### config.mk
export PLATFORM = sky130hd
export DESIGN_NAME = pid_mac_sequencer
export DESIGN_NICKNAME = d
export VERILOG_FILES = /design/src/rtl/pid_seq_pkg.sv /design/src/rtl/mult_round_sat.sv /design/src/rtl/pid_mac_sequencer.sv
export SDC_FILE = /design/constraint.sdc
export NUM_CORES = 1
export LEC_CHECK = 0
export BUFFER_PORTS_ARGS = -buffer_cell sky130_fd_sc_hd__buf_2
export CAP_MARGIN = 20
export CORE_MARGIN = 2
export CORE_UTILIZATION = 43
export CTS_BUF_LIST = sky130_fd_sc_hd__clkbuf_2 sky130_fd_sc_hd__clkbuf_4 sky130_fd_sc_hd__clkbuf_8
export DETAILED_ROUTE_END_ITERATION = 10
export PLACE_DENSITY_LB_ADDON = 0.12
export SLEW_MARGIN = 10
export SYNTH_ARGS = -nofsm -noshare
export SYNTH_HDL_FRONTEND = slang
export SYNTH_HIERARCHICAL = 1
export SYNTH_SLANG_ARGS = --single-unit
export TNS_END_PERCENT = 10
### constraint.sdc
create_clock -name clk -period 17.1 [get_ports clk]
set_clock_uncertainty 0.05 [all_clocks]
set_input_delay 3.42 -clock clk [delete_from_list [all_inputs] [get_ports clk]]
set_output_delay 3.42 -clock clk [all_outputs]
set_load 0.05 [all_outputs]
### src/rtl/pid_seq_pkg.sv
// Shared definitions for the PID MAC sequencer: FSM encoding, Q9.7 format and clip limits.
// Latency: n/a (declarations only).
// Backpressure: n/a.
package pid_seq_pkg;

    // Default Q-format: 9 integer bits (sign included) and 7 fractional bits in a 16-bit word
    localparam int W    = 16;
    localparam int ENT  = 9;
    localparam int FRAC = 7;

    // Clip limits for the default word width
    localparam logic [15:0] SAT_MAX = 16'h7FFF;
    localparam logic [15:0] SAT_MIN = 16'h8000;

    // Sequencer states: one per product term, plus idle and the result-publish cycle
    typedef enum logic [2:0] {
        IDLE = 3'd0,
        P0   = 3'd1,
        P1   = 3'd2,
        P2   = 3'd3,
        DONE = 3'd4
    } state_t;

endpackage

### src/rtl/mult_round_sat.sv
// Signed gain x error multiply, reduced from Q18.14 to Q9.7 by truncation toward -inf with clipping.
// Latency: combinational, zero cycles.
// Backpressure: none; output follows the operands.
module mult_round_sat #(
    parameter int W    = 16,
    parameter int ENT  = 9,
    parameter int FRAC = 7
) (
    input  logic signed [W-1:0] a_i,
    input  logic signed [W-1:0] b_i,
    output logic signed [W-1:0] term_o,
    output logic                clip_o
);

    logic signed [2*W-1:0] prod;
    logic        [ENT:0]   hi_bits;
    logic        [FRAC-2:0] unused_lsbs;

    // Sign-extend both operands to full product width so the product is exact
    assign prod        = $signed({{W{a_i[W-1]}}, a_i}) * $signed({{W{b_i[W-1]}}, b_i});
    // The bits above the kept field plus its sign bit must agree for the value to fit
    assign hi_bits     = prod[2*W-1 -: ENT+1];
    assign unused_lsbs = prod[FRAC-2:0];

    // Keep the Q9.7 window when it fits, otherwise clip to the limit matching the product sign
    always_comb begin
        term_o = prod[W+FRAC-1:FRAC];
        clip_o = 1'b0;
        if (!((&hi_bits) || !(|hi_bits))) begin
            clip_o = 1'b1;
            term_o = prod[2*W-1] ? {1'b1, {(W-1){1'b0}}} : {1'b0, {(W-1){1'b1}}};
        end
    end

endmodule

### src/rtl/pid_mac_sequencer.sv
// Incremental PID: u[n] = u[n-1] + k0*e[n] + k1*e[n-1] + k2*e[n-2] in Q9.7, one shared multiplier.
// Latency: 4 cycles from accepted start to valid; one sample per 5 cycles at most.
// Backpressure: none; start outside IDLE is dropped (flagged on sticky 'overrun' when PID_OVERRUN_EN is defined).
module pid_mac_sequencer
    import pid_seq_pkg::*;
#(
    parameter int cant_bits = W,
    parameter int ent       = ENT,
    parameter int frac      = FRAC
) (
    input  logic                        clk,
    input  logic                        rst_n,
    input  logic                        start,
    input  logic signed [cant_bits-1:0] error_in,
    input  logic signed [cant_bits-1:0] k0,
    input  logic signed [cant_bits-1:0] k1,
    input  logic signed [cant_bits-1:0] k2,
    output logic                        busy,
    output logic signed [cant_bits-1:0] u_out,
    output logic                        valid,
    output logic                        sat_flag
`ifdef PID_OVERRUN_EN
    ,
    output logic                        overrun
`endif
);

    localparam logic [cant_bits-1:0] ACC_MAX = {1'b0, {(cant_bits-1){1'b1}}};
    localparam logic [cant_bits-1:0] ACC_MIN = {1'b1, {(cant_bits-1){1'b0}}};

    state_t                      state_q;
    logic signed [cant_bits-1:0] e0_q, e1_q, e2_q;
    logic signed [cant_bits-1:0] acc_q, acc_d;
    logic signed [cant_bits-1:0] u_q;
    logic                        sat_q;
    logic                        busy_q, valid_q, sat_flag_q;

    logic signed [cant_bits-1:0] gain_mux, err_mux, term;
    logic                        term_clip, add_clip;
    logic        [cant_bits:0]   sum_ext;

    // Select the gain/error pair for the term being evaluated this cycle
    always_comb begin
        gain_mux = '0;
        err_mux  = '0;
        case (state_q)
            P0:      begin gain_mux = k0; err_mux = e0_q; end
            P1:      begin gain_mux = k1; err_mux = e1_q; end
            P2:      begin gain_mux = k2; err_mux = e2_q; end
            default: begin gain_mux = '0; err_mux = '0;   end
        endcase
    end

    mult_round_sat #(
        .W    (cant_bits),
        .ENT  (ent),
        .FRAC (frac)
    ) u_mult (
        .a_i    (gain_mux),
        .b_i    (err_mux),
        .term_o (term),
        .clip_o (term_clip)
    );

    // One extra bit of headroom exposes overflow; clip toward the sign of the true sum
    always_comb begin
        sum_ext  = {acc_q[cant_bits-1], acc_q} + {term[cant_bits-1], term};
        add_clip = sum_ext[cant_bits] ^ sum_ext[cant_bits-1];
        acc_d    = sum_ext[cant_bits-1:0];
        if (add_clip) begin
            acc_d = sum_ext[cant_bits] ? ACC_MIN : ACC_MAX;
        end
    end

    // Sequencer: capture on start, accumulate three terms, publish and shift history
    always_ff @(posedge clk or negedge rst_n) begin
        if (!rst_n) begin
            state_q    <= IDLE;
            e0_q       <= '0;
            e1_q       <= '0;
            e2_q       <= '0;
            acc_q      <= '0;
            u_q        <= '0;
            sat_q      <= 1'b0;
            busy_q     <= 1'b0;
            valid_q    <= 1'b0;
            sat_flag_q <= 1'b0;
        end else begin
            valid_q    <= 1'b0;
            sat_flag_q <= 1'b0;
            case (state_q)
                IDLE: begin
                    if (start) begin
                        e0_q    <= error_in;
                        acc_q   <= u_q;
                        sat_q   <= 1'b0;
                        busy_q  <= 1'b1;
                        state_q <= P0;
                    end else begin
                        busy_q  <= 1'b0;
                    end
                end
                P0: begin
                    acc_q   <= acc_d;
                    sat_q   <= sat_q | term_clip | add_clip;
                    state_q <= P1;
                end
                P1: begin
                    acc_q   <= acc_d;
                    sat_q   <= sat_q | term_clip | add_clip;
                    state_q <= P2;
                end
                P2: begin
                    acc_q   <= acc_d;
                    sat_q   <= sat_q | term_clip | add_clip;
                    state_q <= DONE;
                end
                DONE: begin
                    u_q        <= acc_q;
                    valid_q    <= 1'b1;
                    sat_flag_q <= sat_q;
                    e2_q       <= e1_q;
                    e1_q       <= e0_q;
                    state_q    <= IDLE;
                end
                default: begin
                    state_q <= IDLE;
                end
            endcase
        end
    end

`ifdef PID_OVERRUN_EN
    logic overrun_q;

    // Sticky record of any start that arrived while a sample was in flight
    always_ff @(posedge clk or negedge rst_n) begin
        if (!rst_n) begin
            overrun_q <= 1'b0;
        end else if (start && (state_q != IDLE)) begin
            overrun_q <= 1'b1;
        end
    end

    assign overrun = overrun_q;
`endif

    assign busy     = busy_q;
    assign u_out    = u_q;
    assign valid    = valid_q;
    assign sat_flag = sat_flag_q;

endmodule
# Word-level counts from Yosys, hierarchy flattened
# Index checks and enable logic that the tools add are counted.
[word_totals] regBits=87 latch_bits=0 ramBits=0 mem_bits_ro=0 inputBits=67 output_inout_bits=19 wordCells=45 mem_count=0
[op_classes] addsub=1 n_mul=1 div_mod_pow=0 n_lt_le_gt_ge=0 eq_ne=5 shifts=0 muxes=16 bitwise=3 reduce_logical=9
[ops] operator="case mux 16 bit (3 select lines)" n=2
[ops] operator="two-way mux 16 bit" n=5
[ops] operator="multiplier 16 x 16 -> 32 bit" n=1
[ops] operator="case mux 16 bit (2 select lines)" n=1
[ops] operator="adder 16 x 16 -> 17 bit" n=1
[ops] operator="case mux 3 bit (4 select lines)" n=1
[ops] operator="AND reduction 10 bit" n=1
[ops] operator="OR reduction 10 bit" n=1
[ops] operator="equality test 3 x 2 -> 1 bit (second input constant)" n=2
[ops] operator="two-way mux 1 bit" n=5
[ops] operator="AND reduction 2 bit" n=2
[ops] operator="equality test 3 x 1 -> 1 bit (second input constant)" n=1
[ops] operator="equality test 3 bit (second input constant)" n=1
[ops] operator="zero test 3 bit" n=1
[ops] operator="two-way mux 3 bit" n=1
[ops] operator="OR reduction 3 bit" n=1
[ops] operator="inequality test 2 bit (second input constant)" n=1
[ops] operator="bitwise OR 1 bit" n=2
[ops] operator="case mux 1 bit (2 select lines)" n=1
[ops] operator="nonzero test 2 bit" n=1
[ops] operator="zero test 1 bit" n=1
[ops] operator="logical OR 1 bit" n=1
[ops] operator="bitwise XOR 1 bit" n=1

# Logic depth before layout (Yosys ltp)
# Gate-level depths: netlist of the first run.
[logic_depth] depth_word=11 depth_mapped=43 mapped_depth_nobuf=36

# By module
# The synthesis of the first run kept the hierarchy.
[modules_own_cells] mod="mult_round_sat" instances=1 cells_per_inst=1169 area_each_um2=10471.3 seq_area_each_um2=0.0
[modules_own_cells] mod="pid_mac_sequencer" instances=1 cells_per_inst=543 area_each_um2=5325.1 seq_area_each_um2=2177.1

# Least setup slack after synthesis of the first run
# OpenSTA, ideal clock, no wires.
[synth_path] path_kind="input port to flip-flop" startpoint="input port k2[15]" endpoint="register sat_q" setup_time_ns=0.122 arrival_ns=12.052 required_time_ns=16.928 path_slack_ns=4.876 path_stages=32 path_buffers=4 cell_sequence="mux2_2 > a22oi_1 > nor2_1 > clkbuf_1 > nand2_1 > inv_1 > fa_1 > inv_1 > fa_1 > inv_1 > fa_1 > fa_1 > fa_1 > fa_1 > ha_1 > clkbuf_1 > nand3_1 > nor3_1 > nand2_1 > o21ai_0 > mux2_2 > o41ai_2 > buf_6 > a21oi_2 > ha_1 > buf_6 > and3_4 > a221o_1 > a32oi_4 > a21oi_2 > or4_1 > a32o_1"
[synth_between] elab_chain_len=10 word_cells_on_any_way=14 cone_classes="add/sub (1); mul (1); mux (5); bitwise (3); reduce/logical (4)"
[synth_lines] item="from (decl)" line_no="pid_mac_sequencer.sv:17" rtl="input logic signed [cant_bits-1:0] k2,"
[synth_lines] item="case mux 16 bit (3 select lines) (*)" line_no="pid_mac_sequencer.sv:46" rtl="case (state_q)"
[synth_lines] item="net gain_mux[15]" line_no="pid_mac_sequencer.sv:38" rtl="logic signed [cant_bits-1:0] gain_mux, err_mux, term;"
[synth_lines] item="multiplier 16 x 16 -> 32 bit (*)" line_no="mult_round_sat.sv:20" rtl="assign prod = $signed({{W{a_i[W-1]}}, a_i}) * $signed({{W{b_i[W-1]}}, b_i});"
[synth_lines] item="OR reduction 10 bit" line_no="mult_round_sat.sv:29" rtl="if (!((&hi_bits) || !(|hi_bits))) begin"
[synth_lines] item="zero test 1 bit" line_no="mult_round_sat.sv:29"
[synth_lines] item="logical OR 1 bit" line_no="mult_round_sat.sv:29"
[synth_lines] item="two-way mux 16 bit (*)" line_no="mult_round_sat.sv:29"
[synth_lines] item="net term[9]" line_no="pid_mac_sequencer.sv:38"
[synth_lines] item="adder 16 x 16 -> 17 bit (*)" line_no="pid_mac_sequencer.sv:67" rtl="sum_ext = {acc_q[cant_bits-1], acc_q} + {term[cant_bits-1], term};"
[synth_lines] item="bitwise XOR 1 bit (*)" line_no="pid_mac_sequencer.sv:68" rtl="add_clip = sum_ext[cant_bits] ^ sum_ext[cant_bits-1];"
[synth_lines] item="bitwise OR 1 bit (*)" line_no="pid_mac_sequencer.sv:105, pid_mac_sequencer.sv:110, pid_mac_sequencer.sv:115"
[synth_lines] item="case mux 1 bit (2 select lines) (*)" line_no="pid_mac_sequencer.sv:91" rtl="case (state_q)"
[synth_lines] item="to (signal assigned)" line_no="pid_mac_sequencer.sv:105" rtl="sat_q <= sat_q | term_clip | add_clip;"
[synth_lines] item="to (signal assigned)" line_no="pid_mac_sequencer.sv:110" rtl="sat_q <= sat_q | term_clip | add_clip;"
[synth_lines] item="to (signal assigned)" line_no="pid_mac_sequencer.sv:115" rtl="sat_q <= sat_q | term_clip | add_clip;"
[synth_lines] item="to (decl)" line_no="pid_mac_sequencer.sv:35" rtl="logic sat_q;"
# Mark *: on every way through the listed nets, which the timed path passes. The rest lies on a longest branch.
# A chain may end at the register's enable or synchronous reset.

# Worst setup path in the final report of the first run
[layout_path] startpoint="input port k2[15]" endpoint="register acc_q[6]"
[layout_between] elab_chain_len=10 word_cells_on_any_way=13 cone_classes="add/sub (1); mul (1); mux (6); bitwise (1); reduce/logical (4)"
[layout_lines] item="case mux 16 bit (3 select lines) (*)" line_no="pid_mac_sequencer.sv:46"
[layout_lines] item="net gain_mux[15]" line_no="pid_mac_sequencer.sv:38"
[layout_lines] item="multiplier 16 x 16 -> 32 bit (*)" line_no="mult_round_sat.sv:20"
[layout_lines] item="OR reduction 10 bit" line_no="mult_round_sat.sv:29"
[layout_lines] item="zero test 1 bit" line_no="mult_round_sat.sv:29"
[layout_lines] item="logical OR 1 bit" line_no="mult_round_sat.sv:29"
[layout_lines] item="two-way mux 16 bit (*)" line_no="mult_round_sat.sv:29"
[layout_lines] item="net term[13]" line_no="pid_mac_sequencer.sv:38"
[layout_lines] item="adder 16 x 16 -> 17 bit (*)" line_no="pid_mac_sequencer.sv:67"
[layout_lines] item="two-way mux 16 bit / bitwise XOR 1 bit (equally long branches)" line_no="pid_mac_sequencer.sv:71, pid_mac_sequencer.sv:68"
[layout_lines] item="two-way mux 16 bit (*)" line_no="pid_mac_sequencer.sv:70" rtl="if (add_clip) begin"
[layout_lines] item="case mux 16 bit (2 select lines) (*)" line_no="pid_mac_sequencer.sv:91"
[layout_lines] item="to (signal assigned)" line_no="pid_mac_sequencer.sv:95" rtl="acc_q <= u_q;"
[layout_lines] item="to (decl)" line_no="pid_mac_sequencer.sv:33" rtl="logic signed [cant_bits-1:0] acc_q, acc_d;"
# Marks and branches as above.

==> metrics.txt, run 1 <==
initial antenna violation count 0; # rows 70; Least-Margin Pin Slew 1.057 ns; via count between 10000 and 15000; Max stage delay on crit path 0.73 ns; GRT Util Overall between 20 and 25%; final layout net count between 2000 and 2500; most frequent CP cell fa_1; cells after synthesis 1712; Synth area leader fa_1; Post-synth EDFFs 0; Worst Setup Start Kind input pin; Final ANT Viol Nets 0; pins over their slew limit 0; Ys Warns 6; first-pass GRT wire length ~70000 um; Synth area leaders fa_1 (33%), dfrtp_1 (14%), ha_1 (7.5%), inv_1 (7.2%), mux2_2 (5.8%); sequential area share after synthesis 13.78%; Root Buffer Master clkbuf_8; Critical Path RT between 15 and 20 ns; Post-Synth Adder-Cell Area between 40 and 50%; Hold Crit Depth 1; number of setup buffers added after CTS 0; 1st-iter DRT viols a little over 600; Final Hold Fails 0; drt drc 0; HP Class register to register; CTS H-tree depth 3; total global routing overflow 0; Fmax roughly 76 MHz; CTS tree built; Worst Setup End Kind register; vias in the first global route roughly 13000; Die H 195.7 um; Die X 195.7 um; DP Worst Slack about 3.6 ns; top_reg_cell synth dfrtp_1; Setup WS post-layout 4.009 ns; max_cap viols 0; Reg clk slew, reported paths 0.10 ns; clk sink count 87; Synth top area share between 30% and 40%; diode count 0; Routed WL just over 40000 um; Clock Path Buffers 2; largest family of logic cells by synthesized area adder cells; Mapped Area between 15000 and 20000 um^2; share of cells above drive strength 1 about 16%; RSZ-0062 raised after global routing false; IO Pins 86; largest net degree at the start of global routing 55; area of the multi-input gates roughly 12000 um^2; Rel. slew slack between 20% and 30%; CP Class input pin to register; Die ar. 38280 um^2; simple-gate share of the synthesized area between 10% and 20%; post-synthesis mux area share ~5.9%; Synth cell types 86; CP arrival 13.25 ns; Setup TNS Final 0 ns; FF+latch area approximately 2200 um^2; Inserted Clock Buffers 9; number of cells on the worst reg-to-reg path 35; syn_nets between 2000 and 2500; Compound-Gate Fraction of Synth Area between 10% and 20%; status finished clean; final setup violation count 0; fin crit period 13.09 ns; Seq cells post-synth 87; initial core utilization a little over two fifths; gpl congestion between 0.8 and 0.9; Clock Latency Late Sink 0.36 ns; Crit-path slowest cell o31ai_2; port bufs 85; hold-fix buffers at CTS 0; period utilization between 70% and 80%; Synth Area in XOR/XNOR 2.162%; syn_area_per_cell about 9 um^2; Fill cells 3612; area grow syn2layout 7.327%; post-DR wirelength/cell ~18 um; number of iterations in the first detailed-routing pass 5; PostCTS Resize Cnt 0; Post-DP HPWL 32670 um; CP Max Fanout 15; via/cell ratio approximately 5.3; fraction of registers with async set or reset after synthesis 100.0%; core area around 36000 um^2
-- cell usage in the layout (no fill, tap or decap), types with 4 or more instances in the layout --
cell / count
o21ai_0: 24
a21oi_1: 32
clkbuf_8: 9
or2_2: 4
o21bai_1: 8
ha_1: 95
mux2_2: 81
nor2_2: 7
dfrtp_1: 87
nor3_1: 18
a21o_1: 11
a211o_1: 5
nand2b_1: 12
nand3_1: 10
buf_2: 84
xor2_1: 9
xnor2_1: 25
and2_1: 124
inv_1: 304
a22oi_1: 35
nor2_1: 64
a211oi_1: 18
a221oi_1: 8
fa_1: 262
o21a_1: 8
and3_1: 11
a31oi_1: 4
a211oi_2: 5
a21oi_2: 15
nand4_1: 8
buf_4: 35
nand2_1: 239
o31ai_1: 7
o211ai_1: 10
-- synthesized netlist by cell type (3+ instances only) --
| library cell | count |
|---|---|
| inv_1 | 304 |
| fa_1 | 262 |
| nand2_1 | 239 |
| and2_1 | 125 |
| ha_1 | 95 |
| dfrtp_1 | 87 |
| mux2_2 | 81 |
| nor2_1 | 71 |
| clkbuf_1 | 60 |
| a22oi_1 | 35 |
| a21oi_1 | 32 |
| xnor2_1 | 25 |
| o21ai_0 | 24 |
| a211oi_1 | 18 |
| nor3_1 | 18 |
| a21oi_2 | 15 |
| nand2b_1 | 12 |
| a21o_1 | 11 |
| and3_1 | 11 |
| nand3_1 | 10 |
| o211ai_1 | 10 |
| xor2_1 | 9 |
| a221oi_1 | 8 |
| nand4_1 | 8 |
| o21a_1 | 8 |
| o21bai_1 | 8 |
| buf_1 | 7 |
| buf_2 | 7 |
| o31ai_1 | 7 |
| a211o_1 | 5 |
| a211oi_2 | 5 |
| buf_6 | 5 |
| a31oi_1 | 4 |
| nor2b_1 | 4 |
| or2_2 | 4 |
| a221o_1 | 3 |
| and4_1 | 3 |
| nor4_1 | 3 |
| o2111ai_1 | 3 |
| o211a_1 | 3 |
| o21ai_2 | 3 |
| o311ai_0 | 3 |
| o31ai_2 | 3 |
| or4_1 | 3 |
-- sequential cells by signal (all words and copies together) (netlist names) --
register	flops
acc_q	16
e0_q	16
e1_q	16
e2_q	16
u_out	16
state_q	3
busy	1
sat_flag	1
sat_q	1
valid	1
-- cell type report --
class                           instances  share of cell area, %
Clock buffer                            9                 0.7306
Clock inverter                          7                 0.4354
Inverter                              305                  6.753
Multi-Input combinational cell       1239                  71.59
Sequential cell                        87                  12.84
Tap cell                              468                  3.454
Timing Repair Buffer                  120                  4.192
-- metrics by stage --
step | hold WS [ns] | instances | instance area (um^2) | utilization (%)
6_report | 0.4610 | 2235 | 16950 | 46.53
2_1_floorplan | 0.4082 | 1712 | 15800 | -
3_5_place_dp | 0.4316 | 2218 | 16730 | 45.91
3_3_place_gp | 0.4338 | 2217 | 16720 | 45.89
4_1_cts | 0.4667 | 2234 | 16930 | 46.46
5_1_grt | 0.4762 | 2235 | 16950 | 46.53
-- cell families (layout without fill, tap and decap cells) --
group,Yosys count,in the layout
simple gates,527,527
buf+inv,386,441
fa+ha+maj,357,357
compound gates,236,236
flops,87,87
mux,83,83
xor+xnor,36,36
-- worst paths after layout --
check                           start        end  slack (ns)
setup / recovery               k2[15]   acc_q[6]        4.01
hold / removal                e2_q[8]    e2_q[8]        0.46
setup reg to reg           state_q[0]  acc_q[12]        5.91
hold reg to reg               e2_q[8]    e2_q[8]        0.46
max in group asynchronous       rst_n    e2_q[6]       12.98
min in group asynchronous       rst_n  u_out[10]        2.93
-- worst max-delay path, delay by kind of cell --
| family | cells | cell delay [ns] |
|---|---|---|
| xor+xnor | 1 | 0.10 |
| compound gates | 10 | 3.02 |
| simple gates | 7 | 1.50 |
| buf+inv | 5 | 0.92 |
| mux | 1 | 0.25 |
| fa+ha+maj | 8 | 3.99 |
-- routing by layer --
metal  vias to the layer above  global-route usage (%)  routed length, um
li1                       5553                       -                  -
met1                      6043                   32.01              18930
met2                       165                   38.68              19920
met3                        22                   2.029               1049
met4                         0                   2.132                397
met5                         -                       0                  0
Power of run 1 is left out: the tool's default activity adds up to more than one toggle a clock period on the data nets, which glitch-free logic cannot reach.
==> inputs of run 2 (changes only) <==
clock period = 12 ns   (was 17.1 ns; I/O delays follow)
==> metrics.txt, run 2 (same netlist as run 1, synthesis figures left out) <==
vias in the first global route about 13000; Post-DP HPWL 33740 um; CP Class input pin to register; max_cap viols 0; drt drc 0; Setup TNS Final 0 ns; commonest non-fill, non-tap cell in the layout inv_1; # rows 70; Worst Setup Start Kind input pin; CP arrival 11.57 ns; Critical Path RT around 12 ns; CTS tree built; period utilization a little over nine tenths; Die X around 200 um; Clock Latency Late Sink 0.36 ns; Max stage delay on crit path 0.68 ns; DP Worst Slack around 0.17 ns; HP Class register to register; final layout net count roughly 2300; core area between 30000 and 40000 um^2; hold-fix buffers at CTS 0; Rel. slew slack roughly 30%; via/cell ratio ~5.2; Final Hold Fails 0; Root Buffer Master clkbuf_8; most frequent CP cell fa_1; Inserted Clock Buffers 9; Crit-path slowest cell nor2_1; Final ANT Viol Nets 0; total global routing overflow 0; number of setup buffers added after CTS 0; most frequent cells in the layout inv_1 (304), fa_1 (262), nand2_1 (239); Placed Area between 15000 and 20000 um^2; Setup WS post-layout around 0.6 ns; IO Pins 86; port bufs 85; pins over their slew limit 0; CP Max Fanout 14; gpl congestion 0.8373; post-DR wirelength/cell 17.44 um; via count about 12000; area grow syn2layout 10.92%; initial antenna violation count 0; Die H 195.7 um; CTS H-tree depth 3; clk sink count just under 90; Die ar. ~38000 um^2; Fmax 87.74 MHz; fin crit period 11.40 ns; status finished clean; GRT Util Overall around 22%; Least-Margin Pin Slew ~1.0 ns; Worst Setup End Kind register; share of cells above drive strength 1 18.56%; RSZ-0062 raised after global routing false; initial core utilization a little over two fifths; PostCTS Resize Cnt 0; Clock Path Buffers 2; first-pass GRT wire length ~68000 um; Routed WL ~40000 um; 1st-iter DRT viols about 420; Fill cells between 3000 and 4000; final setup violation count 0; diode count 0; Final Cell Area around 18000 um^2; Reg clk slew, reported paths 0.09 ns; largest net degree at the start of global routing 71; number of iterations in the first detailed-routing pass 5
==> run 2: cell types whose count changed in the layout (fill, tap and decap cells not counted), moves of 2 or more <==
cell,delta
buf_4,+69
inv_6,-2
nor2_2,-7
nor2_1,+7
inv_8,-2
clkbuf_4,+2
bufinv_16,+3
==> run 2: metal layers <==
| metal | track usage [%] | up-vias | wire, um |
|---|---|---|---|
| li1 | - | 5695 | - |
| met1 | 32.32 | 6105 | 19150 |
| met2 | 38.25 | 163 | 19750 |
| met3 | 1.960 | 21 | 1056 |
| met4 | 1.824 | 0 | 231 |
| met5 | 0 | - | 0 |
==> run 2: metrics by stage <==
stage          utilization [%]  cells  hold slack (ns)
2_1_floorplan                -   1712           0.4082
3_3_place_gp             47.34   2288           0.4334
3_5_place_dp             47.34   2288           0.4385
4_1_cts                  48.02   2304           0.4622
5_1_grt                  48.09   2305           0.4773
6_report                 48.09   2305           0.4555
==> run 2: area by class of cell <==
class                           instances  area [um^2]  area share [%]
Timing Repair Buffer                  190         1249           7.127
Clock inverter                          5        106.4          0.6070
Tap cell                              468        585.6           3.342
Clock buffer                           11        138.9          0.7926
Multi-Input combinational cell       1239        12120           69.17
Inverter                              305         1145           6.534
Sequential cell                        87         2177           12.43
==> run 2: worst paths after layout <==
| kind | startpoint | slack (ns) | cells after the start | to |
|---|---|---|---|---|
| max in group asynchronous | rst_n | 8.90 | 2 | e0_q[1] |
| worst min-delay path | e0_q[12] | 0.46 | 2 | e0_q[12] |
| worst max-delay path | k0[14] | 0.60 | 34 | acc_q[0] |
| worst min register to register | e0_q[12] | 0.46 | 2 | e0_q[12] |
| worst max register to register | state_q[1] | 1.60 | 36 | acc_q[0] |
| min in group asynchronous | rst_n | 1.84 | 1 | u_out[11] |
==> run 2: critical path: cells and delay by family <==
family,cells,cell delay (ns)
buf+inv,7,0.76
fa+ha+maj,8,3.84
mux,1,0.14
simple gates,7,2.36
compound gates,11,2.07
Power of run 2 is left out for the same reason.
